### src/rtl/dm_arbiter.sv
// Two-port data-memory arbiter: latches one request, runs a single access (byte stores as read-modify-write).
// Define DM_ARB_RR_EN for round-robin arbitration; otherwise requester 0 has fixed priority.
module dm_arbiter #(
  parameter int AW = 12,
  parameter int DW = 32
) (
  input  logic          clock,
  input  logic          reset,
  input  logic          req0,
  input  logic          req1,
  input  logic          we0,
  input  logic          we1,
  input  logic          byte0,
  input  logic          byte1,
  input  logic [AW-1:0] addr0,
  input  logic [AW-1:0] addr1,
  input  logic [DW-1:0] wdata0,
  input  logic [DW-1:0] wdata1,
  output logic          gnt0,
  output logic          gnt1,
  output logic [DW-1:0] rdata0,
  output logic [DW-1:0] rdata1,
  output logic [AW-1:0] mem_addr,
  output logic [DW-1:0] mem_din,
  output logic          mem_we,
  input  logic [DW-1:0] mem_dout,
  output logic          busy
);

  typedef enum logic [1:0] {IDLE, ACCESS, WRB} state_t;

  state_t        state, next;
  logic          owner;
  logic          win;
  logic          l_we, l_byte;
  logic [AW-1:0] l_addr;
  logic [DW-1:0] l_wdata;
  logic [DW-1:0] merge;
  logic          done;
  logic [DW-1:0] rdata_int;

`ifdef DM_ARB_RR_EN
  // last holds the previous owner; reset value 1 makes requester 0 win first contention
  logic last;

  always_comb win = (req0 && req1) ? ~last : req1;

  always_ff @(posedge clock) begin
    if (reset) last <= 1'b1;
    else if (done) last <= owner;
  end
`else
  always_comb win = ~req0;
`endif

  always_ff @(posedge clock) begin
    if (reset) begin
      state   <= IDLE;
      owner   <= 1'b0;
      l_we    <= 1'b0;
      l_byte  <= 1'b0;
      l_addr  <= '0;
      l_wdata <= '0;
      merge   <= '0;
    end else begin
      state <= next;
      if (state == IDLE && (req0 || req1)) begin
        owner   <= win;
        l_we    <= win ? we1 : we0;
        l_byte  <= win ? byte1 : byte0;
        l_addr  <= win ? addr1 : addr0;
        l_wdata <= win ? wdata1 : wdata0;
      end
      if (state == ACCESS && l_we && l_byte)
        merge <= {mem_dout[DW-1:8], l_wdata[7:0]};
    end
  end

  always_comb begin
    next      = state;
    mem_addr  = '0;
    mem_din   = '0;
    mem_we    = 1'b0;
    done      = 1'b0;
    rdata_int = '0;
    case (state)
      IDLE: if (req0 || req1) next = ACCESS;
      ACCESS: begin
        mem_addr = l_addr;
        if (l_we && l_byte) begin
          next = WRB;
        end else begin
          next = IDLE;
          done = 1'b1;
          if (l_we) begin
            mem_we  = 1'b1;
            mem_din = l_wdata;
          end else if (l_byte) begin
            rdata_int = {{(DW-8){mem_dout[7]}}, mem_dout[7:0]};
          end else begin
            rdata_int = mem_dout;
          end
        end
      end
      WRB: begin
        mem_addr = l_addr;
        mem_din  = merge;
        mem_we   = 1'b1;
        done     = 1'b1;
        next     = IDLE;
      end
      default: next = IDLE;
    endcase
    // reset aborts an in-flight access before anything is committed or granted
    if (reset) begin
      mem_we = 1'b0;
      done   = 1'b0;
    end
  end

  always_comb begin
    gnt0   = done && !owner;
    gnt1   = done && owner;
    rdata0 = gnt0 ? rdata_int : '0;
    rdata1 = gnt1 ? rdata_int : '0;
    busy   = (state != IDLE);
  end

endmodule

### config.mk
export PLATFORM = sky130hd
export DESIGN_NAME = dm_arbiter
export DESIGN_NICKNAME = d
export VERILOG_FILES = /design/src/rtl/dm_arbiter.sv
export SDC_FILE = /design/constraint.sdc
export NUM_CORES = 1
export LEC_CHECK = 0
export ABC_AREA = 0
export BUFFER_PORTS_ARGS = -buffer_cell sky130_fd_sc_hd__buf_2
export CAP_MARGIN = 30
export CORE_MARGIN = 1.5
export CORE_UTILIZATION = 40
export DETAILED_ROUTE_END_ITERATION = 8
export MAX_ROUTING_LAYER = met4
export PLACE_DENSITY = 0.69
export SYNTH_ARGS = -nofsm -noshare
export SYNTH_HDL_FRONTEND = slang
export SYNTH_SLANG_ARGS = --single-unit
### constraint.sdc
create_clock -name clock -period 2.12 [get_ports clock]
set_input_delay 0.106 -clock clock [delete_from_list [all_inputs] [get_ports clock]]
set_output_delay 0.106 -clock clock [all_outputs]
set_load 0.02 [all_outputs]
==> out/metrics.cfg <==
[status]
status=completed

[synthesis]
syn_nets=672
netlist_area_mm2=0.00568
synth.distinct_cells=31
yosysSeqAreaShare_pct=28.6
ys_warn_count=0
synth.area.top_cells=dfxtp_1, mux2i_1, nand2b_1
synth_most_common_cell=nand2b_1
synth_top_area_share_pct=28.6
ys_top_cells_by_count=nand2b_1, mux2i_1, dfxtp_1, nor3_2, o32ai_2
synth_edf_count=0
synth_ff_type=dfxtp_1
yosys.area.top_type=dfxtp_1
synthArstFlopShare_pct=0
syn_avg_cell_area_um2=10.5
syn_inst=541
ys_ff_latch=81

[power]
peakVddDrop_uv=397
leakagePower_nw=3.24
power_density_mw_per_mm2=555

[run]
drv_cap=0

[final_layout]
final-seq-area_mm2=0.00163
syn_to_final_growth_pct=31.7
num_antenna_cells=0
nets=886
fin_cells=940
drive_gt1_share_pct=52.6
final_area_mm2=0.00748
multiInputGateArea_mm2=0.00362
fillers=1241

[clock_tree]
insertion_delay_ps=330
cts_buffers=9
cts_tree=yes
cts_root_buf=clkbuf_16
clkSinkCount=81
holdBufCountCts=0
cts_buffer_depth=2
path_clk_slew_ps=60
cts_max_level=3

[global_routing]
grt_max_degree=48
grt_pass1_vias=4837
use_met1_pct=28.3
grt_overflow=0
grt_pass1_wl_um=25100
antenna_found_initial=0
grt_use_met3_pct=2.15
grt_use_met2_pct=36.6
grt.total_usage_pct=22.0
busiest_layer=met2

[timing]
slew_headroom_pct=39.8
fmax_mhz=486
period_needed_ps=2060
tns_ps=0
setup_violations=0
hold_violations=0
slew_violations=0
post-route-period-util_pct=97.0
clock_skew_ps=5.77
worstMarginPinSlew_ps=902

[worst_setup_path]
required_ps=2010
worst-path-max-fanout=16
rr_worst_depth=4
crit_type=reg -> out
arrival_ps=1950
end_kind=output pin
start_kind=register

[route]
drt.antenna.violating_nets=0
wl_per_cell_um=17.5
firstDrtPassIters=4
wirelength_um=16400
via_per_inst=5.23
detail_route.iter0.violations=236
drcViolationCount=0
vias=4916

[die]
initial_core_util_pct=40.9
ios=240
num_rows=43
die_h_um=122
dieArea_mm2=0.0149
fp.dieW_um=122
coreArea_mm2=0.0139

[placed_design]
place_area_mm2=0.00688
io_buffers=239
gp_congestion=0.934
dpl.hpwl_um=12100
place_inst=917

[hold_path]
holdCritPathClass=in -> reg
hold_path_depth=3

placed cells by master (no fill, tap or decap), types with 4 or more instances in the layout:
cell type | netlist | final
buf_16 | 0 | 4
o32ai_1 | 7 | 7
o32ai_2 | 39 | 39
mux2i_1 | 103 | 103
buf_4 | 13 | 42
inv_1 | 12 | 11
buf_12 | 0 | 5
clkbuf_16 | 0 | 10
a22o_1 | 32 | 32
dfxtp_1 | 81 | 77
nor3_2 | 60 | 58
nor3_4 | 0 | 5
buf_2 | 16 | 213
dfxtp_2 | 0 | 4
nand2b_1 | 104 | 104
and2_1 | 13 | 13
cells by family (layout without fill, tap and decap cells):
group / Yosys count / in the layout / share of synthesized area, %
and+or+nand+nor: 190 / 190 / 25.3
muxes: 103 / 103 / 18.2
AOI/OAI and AO/OA: 86 / 86 / 18.2
DFF: 81 / 81 / 28.6
buffers and inverters: 78 / 297 / 9.15
adders and majority gates: 3 / 3 / 0.661
stage by stage:
stage	setup WS (ps)	power (mW)	hold slack [ps]	util, %
2_1_floorplan	517	2.31	261	-
3_3_place_gp	354	2.54	385	49.6
3_5_place_dp	276	2.57	388	49.6
4_1_cts	27.3	4.18	30.4	53.2
5_1_grt	-20.6	4.34	43.9	53.9
6_report	63.1	4.15	40.3	53.9
timing repair:
action                     CTS  global route
setup buffers                3             0
resized for setup           25            21
setup endpoints to repair   89            62
pin swaps                    2             0
cloned                       3             1
where the power goes:
group / total, mW / internal (mW) / leakage (nW) / switching, mW
Sequential: 1.66 / 1.61 / 0.664 / 0.0537
Clock: 1.57 / 0.946 / 0.145 / 0.625
Combinational: 0.914 / 0.407 / 2.43 / 0.507
metal layers:
layer	part of all wire [%]	vias to the layer above
met5	0	-
met4	1.6	0
met3	5.2	20
met2	49	180
met1	45	2323
li1	-	2393
state kept, by name (all words and copies together) (netlist names):
| register | count |
|---|---|
| l_wdata | 32 |
| merge | 32 |
| l_addr | 12 |
| state | 2 |
| l_byte | 1 |
| l_we | 1 |
| owner | 1 |
worst max-delay path, stage by stage (launching register included):
cell       delay [ps]
dfxtp_2           340
inv_1              80
ha_4              280
buf_6             110
nand4bb_4         120
buf_12            170
buf_16            160
nor3_2            170
buf_2             190
final cells by class:
class	instances	share of cell area, %
Clock inverter	6	0.903
Tap cell	180	3.01
Inverter	13	0.653
Clock buffer	10	3.20
Timing Repair Buffer	268	22.1
Sequential cell	81	21.8
Multi-Input combinational cell	382	48.4
path summary, 6_finish.rpt:
path | from | endpoint | slack, ps
max | state[1]$_SDFFE_PP0P_ | rdata1[14] | 60
min | mem_dout[18] | merge[18]$_SDFFE_PP0P_ | 40
max reg2reg | l_byte$_SDFFE_PP0P_ | merge[26]$_SDFFE_PP0P_ | 510
min reg2reg | merge[10]$_SDFFE_PP0P_ | merge[10]$_SDFFE_PP0P_ | 490
Power figures use the tool's default switching activity.
